**src/rtl/multi_cycle_control_pkg.sv**
```systemverilog
// Shared encodings for the multi-cycle control unit: opcodes, FSM states,
// ALUOp, PCSource and ALUSrcB codes, plus the decoded opcode class.
package multi_cycle_control_pkg;

   localparam logic [5:0] OP_R    = 6'h00;
   localparam logic [5:0] OP_ADDI = 6'h08;
   localparam logic [5:0] OP_LW   = 6'h23;
   localparam logic [5:0] OP_SW   = 6'h2B;
   localparam logic [5:0] OP_BEQ  = 6'h04;
   localparam logic [5:0] OP_J    = 6'h02;

   localparam logic [3:0] S_IDLE      = 4'd0;
   localparam logic [3:0] S_FETCH     = 4'd1;
   localparam logic [3:0] S_DECODE    = 4'd2;
   localparam logic [3:0] S_EXEC_R    = 4'd3;
   localparam logic [3:0] S_R_WB      = 4'd4;
   localparam logic [3:0] S_EXEC_I    = 4'd5;
   localparam logic [3:0] S_I_WB      = 4'd6;
   localparam logic [3:0] S_MEM_ADDR  = 4'd7;
   localparam logic [3:0] S_MEM_READ  = 4'd8;
   localparam logic [3:0] S_MEM_WB    = 4'd9;
   localparam logic [3:0] S_MEM_WRITE = 4'd10;
   localparam logic [3:0] S_BRANCH    = 4'd11;
   localparam logic [3:0] S_JUMP      = 4'd12;

   localparam logic [1:0] ALUOP_ADD   = 2'b00;
   localparam logic [1:0] ALUOP_SUB   = 2'b01;
   localparam logic [1:0] ALUOP_FUNCT = 2'b10;

   localparam logic [1:0] PCSRC_ALU    = 2'd0;
   localparam logic [1:0] PCSRC_ALUOUT = 2'd1;
   localparam logic [1:0] PCSRC_JUMP   = 2'd2;

   localparam logic [1:0] SRCB_RT     = 2'd0;
   localparam logic [1:0] SRCB_FOUR   = 2'd1;
   localparam logic [1:0] SRCB_IMM    = 2'd2;
   localparam logic [1:0] SRCB_IMM_SH = 2'd3;

   typedef struct packed {
      logic r;
      logic addi;
      logic lw;
      logic sw;
      logic beq;
      logic j;
      logic illegal;
   } op_class_t;

endpackage

```
**src/rtl/multi_cycle_control_opcode_decode.sv**
```systemverilog
// Combinational opcode classifier: one-hot instruction class from the opcode.
module mc_opcode_decode
   import multi_cycle_control_pkg::*;
#(
   parameter int OP_W = 6
) (
   input  logic [OP_W-1:0] op_i,
   output op_class_t       class_o
);

   // One-hot match against the supported opcodes; anything else is illegal.
   always_comb begin
      class_o         = '0;
      class_o.r       = (op_i == OP_W'(OP_R));
      class_o.addi    = (op_i == OP_W'(OP_ADDI));
      class_o.lw      = (op_i == OP_W'(OP_LW));
      class_o.sw      = (op_i == OP_W'(OP_SW));
      class_o.beq     = (op_i == OP_W'(OP_BEQ));
      class_o.j       = (op_i == OP_W'(OP_J));
      class_o.illegal = ~(class_o.r | class_o.addi | class_o.lw |
                          class_o.sw | class_o.beq | class_o.j);
   end

endmodule

```
**src/rtl/multi_cycle_control.sv**
```systemverilog
// Multi-cycle CPU control unit.
// state     | meaning
// IDLE      | after reset, all outputs 0
// FETCH     | read instruction, PC+4; waits for Mem_ready_i
// DECODE    | branch target precompute, dispatch on opcode
// EXEC_R    | R-type ALU operation (funct)
// R_WB      | R-type result to rd, retire
// EXEC_I    | addi ALU operation
// I_WB      | addi result to rt, retire
// MEM_ADDR  | lw/sw address calculation
// MEM_READ  | data read, waits for Mem_ready_i
// MEM_WB    | MDR to rt, retire
// MEM_WRITE | data write, waits for Mem_ready_i, retires on ready
// BRANCH    | beq compare, conditional PC load, retire
// JUMP      | jump target to PC, retire
module multi_cycle_control
   import multi_cycle_control_pkg::*;
#(
   parameter int OP_W    = 6,
   parameter int ALUOP_W = 2,
   parameter int CNT_W   = 32
) (
   input  logic               clk_i,
   input  logic               rst_n_i,
   input  logic [OP_W-1:0]    Op_i,
   input  logic               Mem_ready_i,
   output logic               PCWrite_o,
   output logic               PCWriteCond_o,
   output logic               IorD_o,
   output logic               MemRead_o,
   output logic               MemWrite_o,
   output logic               IRWrite_o,
   output logic               MemtoReg_o,
   output logic [1:0]         PCSource_o,
   output logic [ALUOP_W-1:0] ALUOp_o,
   output logic               ALUSrcA_o,
   output logic [1:0]         ALUSrcB_o,
   output logic               RegWrite_o,
   output logic               RegDst_o,
   output logic               Illegal_o,
   output logic               Retire_o,
   output logic [CNT_W-1:0]   Retired_o
);

   logic [3:0]       state_q, state_d;
   logic             is_lw_q, is_lw_d;
   logic [CNT_W-1:0] retired_q, retired_d;
   logic [1:0]       aluop;
   op_class_t        op_class;

   mc_opcode_decode #(.OP_W(OP_W)) u_opdec (
      .op_i    (Op_i),
      .class_o (op_class)
   );

   // Next-state logic; lw/sw choice is captured in DECODE since Op_i is only trusted there.
   always_comb begin
      state_d = state_q;
      is_lw_d = is_lw_q;
      case (state_q)
         S_IDLE:      state_d = S_FETCH;
         S_FETCH:     if (Mem_ready_i) state_d = S_DECODE;
         S_DECODE: begin
            if (op_class.r)                    state_d = S_EXEC_R;
            else if (op_class.addi)            state_d = S_EXEC_I;
            else if (op_class.lw | op_class.sw) begin
               state_d = S_MEM_ADDR;
               is_lw_d = op_class.lw;
            end
            else if (op_class.beq)             state_d = S_BRANCH;
            else if (op_class.j)               state_d = S_JUMP;
            else                               state_d = S_FETCH;
         end
         S_EXEC_R:    state_d = S_R_WB;
         S_EXEC_I:    state_d = S_I_WB;
         S_MEM_ADDR:  state_d = is_lw_q ? S_MEM_READ : S_MEM_WRITE;
         S_MEM_READ:  if (Mem_ready_i) state_d = S_MEM_WB;
         S_MEM_WRITE: if (Mem_ready_i) state_d = S_FETCH;
         default:     state_d = S_FETCH;
      endcase
   end

   // Output decode from state; FETCH, MEM_WRITE and DECODE pulses are qualified by inputs.
   always_comb begin
      PCWrite_o     = 1'b0;
      PCWriteCond_o = 1'b0;
      IorD_o        = 1'b0;
      MemRead_o     = 1'b0;
      MemWrite_o    = 1'b0;
      IRWrite_o     = 1'b0;
      MemtoReg_o    = 1'b0;
      PCSource_o    = PCSRC_ALU;
      aluop         = ALUOP_ADD;
      ALUSrcA_o     = 1'b0;
      ALUSrcB_o     = SRCB_RT;
      RegWrite_o    = 1'b0;
      RegDst_o      = 1'b0;
      Illegal_o     = 1'b0;
      Retire_o      = 1'b0;
      case (state_q)
         S_FETCH: begin
            MemRead_o = 1'b1;
            ALUSrcB_o = SRCB_FOUR;
            IRWrite_o = Mem_ready_i;
            PCWrite_o = Mem_ready_i;
         end
         S_DECODE: begin
            ALUSrcB_o = SRCB_IMM_SH;
            Illegal_o = op_class.illegal;
         end
         S_EXEC_R: begin
            ALUSrcA_o = 1'b1;
            aluop     = ALUOP_FUNCT;
         end
         S_R_WB: begin
            RegDst_o   = 1'b1;
            RegWrite_o = 1'b1;
            Retire_o   = 1'b1;
         end
         S_EXEC_I, S_MEM_ADDR: begin
            ALUSrcA_o = 1'b1;
            ALUSrcB_o = SRCB_IMM;
         end
         S_I_WB: begin
            RegWrite_o = 1'b1;
            Retire_o   = 1'b1;
         end
         S_MEM_READ: begin
            IorD_o    = 1'b1;
            MemRead_o = 1'b1;
         end
         S_MEM_WB: begin
            MemtoReg_o = 1'b1;
            RegWrite_o = 1'b1;
            Retire_o   = 1'b1;
         end
         S_MEM_WRITE: begin
            IorD_o     = 1'b1;
            MemWrite_o = 1'b1;
            Retire_o   = Mem_ready_i;
         end
         S_BRANCH: begin
            ALUSrcA_o     = 1'b1;
            aluop         = ALUOP_SUB;
            PCWriteCond_o = 1'b1;
            PCSource_o    = PCSRC_ALUOUT;
            Retire_o      = 1'b1;
         end
         S_JUMP: begin
            PCWrite_o  = 1'b1;
            PCSource_o = PCSRC_JUMP;
            Retire_o   = 1'b1;
         end
         default: ;
      endcase
   end

   assign ALUOp_o = ALUOP_W'(aluop);

   // Retired count advances on the edge after each retire pulse; wraps silently.
   always_comb begin
      retired_d = retired_q;
      if (Retire_o) retired_d = retired_q + CNT_W'(1);
   end

   assign Retired_o = retired_q;

   // State, lw/sw flag and counter registers with async active-low reset.
   always_ff @(posedge clk_i or negedge rst_n_i) begin
      if (!rst_n_i) begin
         state_q   <= S_IDLE;
         is_lw_q   <= 1'b0;
         retired_q <= '0;
      end else begin
         state_q   <= state_d;
         is_lw_q   <= is_lw_d;
         retired_q <= retired_d;
      end
   end

endmodule

```
**config.mk**
```make
export PLATFORM = sky130hd
export DESIGN_NAME = multi_cycle_control
export DESIGN_NICKNAME = d
export VERILOG_FILES = /design/src/rtl/multi_cycle_control_pkg.sv /design/src/rtl/multi_cycle_control_opcode_decode.sv /design/src/rtl/multi_cycle_control.sv
export SDC_FILE = /design/constraint.sdc
export NUM_CORES = 1
export LEC_CHECK = 0
export ABC_AREA = 1
export CAP_MARGIN = 20
export CORE_UTILIZATION = 46
export DETAILED_ROUTE_END_ITERATION = 8
export PLACE_DENSITY = 0.8
export SETUP_SLACK_MARGIN = 0.15
export SKIP_CTS_REPAIR_TIMING = 1
export SLEW_MARGIN = 20
export SYNTH_ARGS = -nofsm -noshare
export SYNTH_HDL_FRONTEND = slang
export SYNTH_SLANG_ARGS = --single-unit
```
**constraint.sdc**
```tcl
create_clock -name clk_i -period 1.6 [get_ports clk_i]
set_clock_uncertainty 0.15 [all_clocks]
set_input_delay 0.16 -clock clk_i [delete_from_list [all_inputs] [get_ports clk_i]]
set_output_delay 0.16 -clock clk_i [all_outputs]
set_load 0.05 [all_outputs]
```
==> results_tabular.tex, run 1 <==
\begin{tabular}{lr}
\hline
Metric & Value \\
\hline
\multicolumn{2}{l}{\textbf{Place}} \\
Port bufs & 58 \\
Global placer's final weighted congestion & 0.881 \\
Setup slack after placement & -0.237 ns \\
Detailed placement HPWL & 7060 um \\
\multicolumn{2}{l}{\textbf{Logic synthesis}} \\
Yosys synthesis warning count & 0 \\
Cells taking the most area after synthesis & dfrtp\_1 36\%, nand2\_1 24\%, nor2\_1 11\% \\
Instance count of the mapped netlist & 417 \\
Synth Area per Inst & 6.20 um\^{}2 \\
Synthesized Nets & 427 \\
Count of unique library cells instantiated by Yosys & 26 \\
Fraction of post-synthesis cell area in the top cell type by area & 0.358 \\
Sequential element share of the synthesized area & 0.358 \\
Fraction of registers with async set/reset & 1.00 \\
EDFF count, synth & 0 \\
Synth Cell Area & 2580 um\^{}2 \\
Most instantiated flip-flop cell in the synthesis netlist & dfrtp\_1 \\
\#FFs+latches synth & 37 \\
Leading area contributor after synthesis & dfrtp\_1 \\
\multicolumn{2}{l}{\textbf{Floorplanning}} \\
Starting Density & 0.490 \\
Chip height & 76.9 um \\
Placement Rows & 26 \\
IO Pins & 59 \\
Chip Width & 76.9 um \\
\multicolumn{2}{l}{\textbf{Clocking}} \\
Root cell of the clock tree & clkbuf\_8 \\
Max H-tree Level & 2 \\
Total CTS buffers & 5 \\
Clock sink count & 37 \\
Max Buffers Root-to-Sink & 2 \\
\multicolumn{2}{l}{\textbf{Timing}} \\
Worst endpoint type & output port \\
Crit. endpoint post-GRT repair & Illegal\_o \\
\multicolumn{2}{l}{\textbf{GRT}} \\
Largest net degree at the start of global routing & 31 \\
Number of antenna violations at the first check in global routing & 0 \\
\multicolumn{2}{l}{\textbf{Outcome}} \\
Outcome & aborted with a tool error \\
Last stage reached & global routing \\
Error & [ERROR DPL-0033] detailed placement checks failed during check placement. \\
\hline
\end{tabular}
[per-stage QoR]
stage	utilization	TNS, ns	instances	hold slack (ns)	cell area (um^2)
floorplan	-	-4.62	417	-0.286	2730
global placement	0.833	-1.24	609	0.00373	4390
detailed placement	0.833	-3.27	609	0.0119	4390
CTS	0.849	-7.94	617	-0.302	4470
[logic make-up after synthesis]
logic type                 count (synthesis)  share of synthesized area
DFF                                       37                      0.358
buffers and inverters                     52                     0.0852
adders and majority gates                  1                    0.00484
AOI/OAI and AO/OA                         16                     0.0320
and+or+nand+nor                          304                      0.496
xor gates and xnor gates                   7                     0.0237
[cell usage after synthesis, drive strengths merged, types with 2 or more instances]
master / instances
a21oi: 5
buf: 7
dfrtp: 37
inv: 44
nand2: 170
nand3: 37
nand3b: 5
nand4: 6
nor2: 81
nor3: 4
o21ai: 9
o22ai: 2
xnor2: 2
xor2: 5
==> run 2, diff against run 1 <==
CORE_UTILIZATION = 40   (was 46)
PLACE_DENSITY = default   (was 0.8)
PLACE_DENSITY_LB_ADDON = 0.15   (was default)
SETUP_SLACK_MARGIN = default   (was 0.15)
clock period = 2.1 ns   (was 1.6 ns; I/O delays follow)
==> run 2 against run 1 <==
Net effect: the run now ends clean; synthesized cell count unchanged; area after synthesis stayed put.
==> results_tabular.tex, run 2 <==
\begin{tabular}{lr}
\hline
Metric & Value \\
\hline
\multicolumn{2}{l}{\textbf{Outcome}} \\
Outcome & finished clean \\
\multicolumn{2}{l}{\textbf{Drt}} \\
DR vias & 2,743 \\
Final routed wire length divided by cell count & 12.1 um \\
Count of routing violations after the opening detailed-route iteration & 142 \\
Antenna-violating nets left & 0 \\
DR DRC count & 0 \\
Number of iterations in the first detailed-routing pass & 5 \\
Final wirelength & 6730 um \\
Per-cell via count in the routed design & 4.92 \\
\multicolumn{2}{l}{\textbf{Place}} \\
Global placer's final weighted congestion & 0.894 \\
Count of placed standard cells including taps & 547 \\
Port bufs & 58 \\
Cell area reported after detailed placement & 3310 um\^{}2 \\
Detailed placement HPWL & 5180 um \\
\multicolumn{2}{l}{\textbf{Timing}} \\
RSZ-0062 raised after global routing & yes \\
Highest achievable clock rate & 492 MHz \\
Number of hold violations in the final report & 0 \\
Measured slew at the worst slew-check pin & 0.831 ns \\
Number of failing setup endpoints in the final timing report & 0 \\
Total count of max-transition violations in the final report & 0 \\
Min Tclk post-route & 2.03 ns \\
Final cycle utilization of the critical path & 0.969 \\
Max-Slew Margin vs Limit & 0.446 \\
\multicolumn{2}{l}{\textbf{GRT}} \\
Global-route wire length before repair & 11,000 um \\
Vias in the first global route & 2,371 \\
Largest net degree at the start of global routing & 38 \\
Number of antenna violations at the first check in global routing & 0 \\
GRT Total Usage & 0.215 \\
Global route overflow & 0 \\
\multicolumn{2}{l}{\textbf{Hold path}} \\
Worst hold path class & flip-flop to flip-flop \\
\multicolumn{2}{l}{\textbf{Setup path}} \\
CP max stage cell & dfrtp\_1 \\
Req. time, crit path & 1.74 ns \\
Type of element capturing the critical path & output pin \\
Most used cell along the critical path & nand2\_1 \\
Crit path cell chain & inv\_2, nand2\_1, nor2\_4, nand2\_1, nor3\_2, buf\_12 \\
Critical path data arrival time & 1.67 ns \\
Kind of start point of the critical path & flip-flop \\
Cell family contributing the most delay on the critical path & simple AND/OR/NAND/NOR gates \\
Largest fanout on the critical path & 6 \\
Max stage delay on crit path & 0.43 ns \\
Category of the critical setup timing path & flip-flop to output pin \\
Worst path bufs/invs & 2 \\
\multicolumn{2}{l}{\textbf{Power and ir drop}} \\
Share of power burned in combinational logic & 0.605 \\
Internal portion of total power & 0.00178 W \\
Peak supply drop & 998 uV \\
Clock share of power & 0.139 \\
Power per unit of standard cell area & 1040 nW/um\^{}2 \\
Leak Pwr & 1.53 nW \\
Switching part of the total power & 0.500 \\
Power share of the sequential group & 0.256 \\
Switching pwr & 0.00178 W \\
\multicolumn{2}{l}{\textbf{Cells and area}} \\
Share of post-route cells with drive strength above 1 & 0.114 \\
Final nets & 491 \\
Filler cell count & 576 \\
Share of the core filled with cells in the final layout & 0.566 \\
Final instance area & 3430 um\^{}2 \\
Post-route non-filler standard cell count & 557 \\
Syn-to-layout area delta & 32.8\% \\
Most common cell after layout, fill and taps aside & nand2\_1 \\
Antenna diodes & 0 \\
Max FFs per register & 32 \\
Most used cells in the layout excluding fill and tap cells & 165 x nand2\_1, 70 x nor2\_1, 40 x inv\_1 \\
\multicolumn{2}{l}{\textbf{Floorplanning}} \\
Chip height & 82.4 um \\
IO Pins & 59 \\
Placement Rows & 28 \\
Starting Density & 0.426 \\
Core footprint & 6060 um\^{}2 \\
Chip Width & 82.4 um \\
Die ar. & 6780 um\^{}2 \\
\multicolumn{2}{l}{\textbf{Logic synthesis}} \\
Fraction of registers with async set/reset & 1.00 \\
Most repeated cell in the gate-level netlist after synthesis & nand2\_1 \\
\#FFs+latches synth & 37 \\
Synth top cells by count & 166 x nand2\_1, 73 x nor2\_1, 41 x inv\_1 \\
EDFF count, synth & 0 \\
Most instantiated flip-flop cell in the synthesis netlist & dfrtp\_1 \\
Yosys synthesis warning count & 0 \\
Sequential element share of the synthesized area & 0.358 \\
Leading area contributor after synthesis & dfrtp\_1 \\
Synth Area per Inst & 6.20 um\^{}2 \\
Instance count of the mapped netlist & 417 \\
Count of unique library cells instantiated by Yosys & 26 \\
Synth Cell Area & 2580 um\^{}2 \\
Fraction of post-synthesis cell area in the top cell type by area & 0.358 \\
Synthesized Nets & 427 \\
Cells taking the most area after synthesis & dfrtp\_1 36\%, nand2\_1 24\%, nor2\_1 11\% \\
\multicolumn{2}{l}{\textbf{Clocking}} \\
Max H-tree Level & 2 \\
Clock sink count & 37 \\
Total CTS buffers & 5 \\
TritonCTS clock tree & done \\
Root cell of the clock tree & clkbuf\_8 \\
Max Buffers Root-to-Sink & 2 \\
Clock input transition at the sequential cells of the worst setup and hold paths & 0.08 ns \\
Clock latency reported for the late side of the worst-skew pair & 0.30 ns \\
\multicolumn{2}{l}{\textbf{Flow run}} \\
Max-Cap Viols & 0 \\
\hline
\end{tabular}
[run 2: cell counts after synthesis]
No cell type changed its count.
[run 2: through the flow]
step	hold slack, ns	setup WS (ns)	power, W	setup TNS [ns]
after global routing	0.394	-0.0267	0.00376	-0.0637
after floorplan	-0.236	0.00811	0.00226	0
after CTS	-0.109	-0.0709	0.00352	-0.103
after detailed placement	0.216	0.211	0.00301	0
after global placement	0.217	0.255	0.00299	0
final	0.345	0.0660	0.00356	0
[run 2: worst register-to-register path: stages, from the launching register on]
cell and delay, ns:
dfrtp_1 0.43, inv_2 0.11, nand2_1 0.13, nor2_2 0.21, nand2_2 0.10, nand3_4 0.21
buf_4 0.24, nand3_1 0.09, nand2_1 0.07, nand2_1 0.05
[run 2: logic make-up after synthesis]
logic type / count (synthesis) / synth area share
buffers and inverters: 52 / 0.0852
xor gates and xnor gates: 7 / 0.0237
AOI/OAI and AO/OA: 16 / 0.0320
and+or+nand+nor: 304 / 0.496
DFF: 37 / 0.358
adders and majority gates: 1 / 0.00484
[run 2: final cells by class]
class	instances	area, um^2	area share
clock buffers	7	76.3	0.0222
flip-flops and latches	37	926	0.270
inverters	44	165	0.0481
repair buffers	65	698	0.204
multi-input cells	328	1460	0.427
well taps	75	93.8	0.0274
clock inverters	1	7.51	0.00219
[run 2: power by group through the flow]
stage	sequential (W)	combinational, W	clock [W]
global placement	0.000916	0.00207	0
CTS	0.000909	0.00209	0.000517
floorplan	0.00105	0.00121	0
global route	0.000923	0.00230	0.000539
finish	0.000911	0.00215	0.000495
detailed placement	0.000923	0.00209	0
[run 2: worst paths after layout]
| path | start | to | cells past startpoint | slack [ns] |
|---|---|---|---|---|
| min in group asynchronous | rst_n_i | Retired_o[5] | 2 | 0.40 |
| worst max-delay path | state_q[0] | Illegal_o | 6 | 0.07 |
| worst max register to register | state_q[0] | Retired_o[19] | 9 | 0.19 |
| max in group asynchronous | rst_n_i | Retired_o[25] | 2 | 0.88 |
| worst min-delay path | is_lw_q | is_lw_q | 2 | 0.35 |
| worst min register to register | is_lw_q | is_lw_q | 2 | 0.35 |
[run 2: layer usage]
metal / up-vias / wire length [um] / track usage
li1: 1424 / - / -
met1: 1234 / 3210 / 0.282
met2: 73 / 3090 / 0.352
met3: 12 / 330 / 0.0451
met4: 0 / 110 / 0.0702
met5: - / 0 / 0
Power figures use the tool's default switching activity.
==> run 3, diff against run 2 <==
CORE_MARGIN = 3   (was default)
==> run 3 against run 2 <==
Net effect: core utilization about the same; first-iteration DRC count decreased by 9.2%; sequential cell count did not move; final area is 0.66% higher; routed wire length rose by 0.46%; via count down 0.66%; power rose by 3.7%; worst hold slack improved by 0.010 ns; maximum frequency rose by 0.59%; cell count down 0.18%; critical endpoint unchanged.
==> results_tabular.tex, run 3 (synthesis results as in run 2) <==
\begin{tabular}{lr}
\hline
Metric & Value \\
\hline
\multicolumn{2}{l}{\textbf{Setup path}} \\
Crit path cell chain & inv\_2, nand2\_1, nor2\_1, nand2\_1, nor3\_2, buf\_12 \\
Most used cell along the critical path & nand2\_1 \\
Type of element capturing the critical path & output pin \\
FF-to-FF setup slack & 0.21 ns \\
CP max stage cell & dfrtp\_1 \\
Worst Reg2Reg Path Length in Cells & 6 \\
Largest fanout on the critical path & 5 \\
Req. time, crit path & 1.74 ns \\
Worst path bufs/invs & 2 \\
Category of the critical setup timing path & flip-flop to output pin \\
Startpoint of the lowest-slack register-to-register path & state\_q[1] \\
Max stage delay on crit path & 0.44 ns \\
Cell family contributing the most delay on the critical path & simple AND/OR/NAND/NOR gates \\
Critical path data arrival time & 1.66 ns \\
Kind of start point of the critical path & flip-flop \\
Critical register-to-register path endpoint & Retired\_o[24] \\
\multicolumn{2}{l}{\textbf{Clocking}} \\
Clock sink count & 37 \\
Clock latency reported for the late side of the worst-skew pair & 0.30 ns \\
Root cell of the clock tree & clkbuf\_8 \\
Total CTS buffers & 5 \\
TritonCTS clock tree & done \\
Max H-tree Level & 2 \\
Clock input transition at the sequential cells of the worst setup and hold paths & 0.08 ns \\
Max Buffers Root-to-Sink & 2 \\
\multicolumn{2}{l}{\textbf{Drt}} \\
Final wirelength & 6770 um \\
Per-cell via count in the routed design & 4.90 \\
DR DRC count & 0 \\
DR vias & 2,725 \\
Antenna-violating nets left & 0 \\
Final routed wire length divided by cell count & 12.2 um \\
Number of iterations in the first detailed-routing pass & 4 \\
Count of routing violations after the opening detailed-route iteration & 129 \\
\multicolumn{2}{l}{\textbf{Hold path}} \\
Launch point of the worst hold path & is\_lw\_q \\
Hold Path Cell Cnt & 2 \\
Endpoint with the worst hold slack & is\_lw\_q \\
Worst hold path class & flip-flop to flip-flop \\
\multicolumn{2}{l}{\textbf{Outcome}} \\
Outcome & finished clean \\
\multicolumn{2}{l}{\textbf{Cells and area}} \\
Storage cell area & 926 um\^{}2 \\
Most used cells in the layout excluding fill and tap cells & 166 x nand2\_1, 71 x nor2\_1, 41 x inv\_1 \\
Syn-to-layout area delta & 33.7\% \\
Share of post-route cells with drive strength above 1 & 0.112 \\
Antenna diodes & 0 \\
Area taken by multi-input logic gates & 1460 um\^{}2 \\
Filler cell count & 614 \\
Final nets & 490 \\
Max FFs per register & 32 \\
Share of the core filled with cells in the final layout & 0.567 \\
Most common cell after layout, fill and taps aside & nand2\_1 \\
\multicolumn{2}{l}{\textbf{GRT}} \\
Global route overflow & 0 \\
Global-route wire length before repair & 11,600 um \\
GRT Total Usage & 0.193 \\
Largest net degree at the start of global routing & 38 \\
Number of antenna violations at the first check in global routing & 0 \\
Vias in the first global route & 2,489 \\
\multicolumn{2}{l}{\textbf{Timing}} \\
Total count of max-transition violations in the final report & 0 \\
Measured slew at the worst slew-check pin & 0.830 ns \\
Number of failing setup endpoints in the final timing report & 0 \\
Number of hold violations in the final report & 0 \\
Min Tclk post-route & 2.02 ns \\
Highest achievable clock rate & 495 MHz \\
Max-Slew Margin vs Limit & 0.447 \\
Final cycle utilization of the critical path & 0.963 \\
Final setup TNS & 0 ns \\
RSZ-0062 raised after global routing & no \\
Worst Hold Margin & 0.356 ns \\
\multicolumn{2}{l}{\textbf{Floorplanning}} \\
Placement Rows & 28 \\
IO Pins & 59 \\
Core footprint & 6100 um\^{}2 \\
Starting Density & 0.424 \\
Chip Width & 86.4 um \\
Die ar. & 7460 um\^{}2 \\
Chip height & 86.4 um \\
\multicolumn{2}{l}{\textbf{Power and ir drop}} \\
Leak Pwr & 1.54 nW \\
Peak supply drop & 1260 uV \\
Power per unit of standard cell area & 1070 nW/um\^{}2 \\
\multicolumn{2}{l}{\textbf{Place}} \\
Detailed placement HPWL & 5250 um \\
Global placer's final weighted congestion & 0.846 \\
Port bufs & 58 \\
\multicolumn{2}{l}{\textbf{Flow run}} \\
Max-Cap Viols & 0 \\
\hline
\end{tabular}
==> run 3: tightest hold or removal path: stages (launching register included) <==
cell	delay, ns
dfrtp_1	0.36
nand2_1	0.05
o21ai_0	0.06
==> run 3: per-stage QoR <==
stage	worst slack [ns]	total power [W]	instance area (um^2)	std cells
2_1_floorplan	0.00811	0.00226	2590	417
3_3_place_gp	0.271	0.00300	3310	547
3_5_place_dp	0.230	0.00302	3310	547
4_1_cts	0.0175	0.00369	3430	555
5_1_grt	0.00447	0.00389	3450	556
6_report	0.0778	0.00369	3450	556
==> run 3: area by class of cell <==
class / instances / area share
Clock buffer: 6 / 0.0239
Clock inverter: 2 / 0.0109
Inverter: 44 / 0.0478
Multi-Input combinational cell: 328 / 0.422
Sequential cell: 37 / 0.268
Tap cell: 75 / 0.0272
Timing Repair Buffer: 64 / 0.200
==> run 3: how the worst max path moves through the flow <==
stage	from	end	slack, ns	cells past startpoint
6_report	state_q[0]	Illegal_o	0.08	6
5_1_grt	state_q[0]	Illegal_o	0.004	6
4_1_cts	state_q[1]	PCWrite_o	0.02	6
3_5_place_dp	Op_i[1]	Illegal_o	0.23	7
3_3_place_gp	Op_i[1]	Illegal_o	0.27	7
2_1_floorplan	state_q[0]	Retired_o[22]	0.008	8
==> run 3: where the power goes <==
part / switching (W) / internal, W / leakage [nW]
combinational: 0.00139 / 0.000738 / 0.992
clock: 0.000268 / 0.000386 / 0.0574
sequential: 0.000111 / 0.000798 / 0.495
==> run 3: metal layers <==
metal | vias to the layer above | share of wire | wire [um] | global-route usage
met5 | - | 0 | 0 | 0
met4 | 0 | 0.015 | 99 | 0.0623
met3 | 10 | 0.056 | 376 | 0.0513
met2 | 73 | 0.44 | 3010 | 0.298
met1 | 1219 | 0.48 | 3280 | 0.264
li1 | 1423 | - | - | -
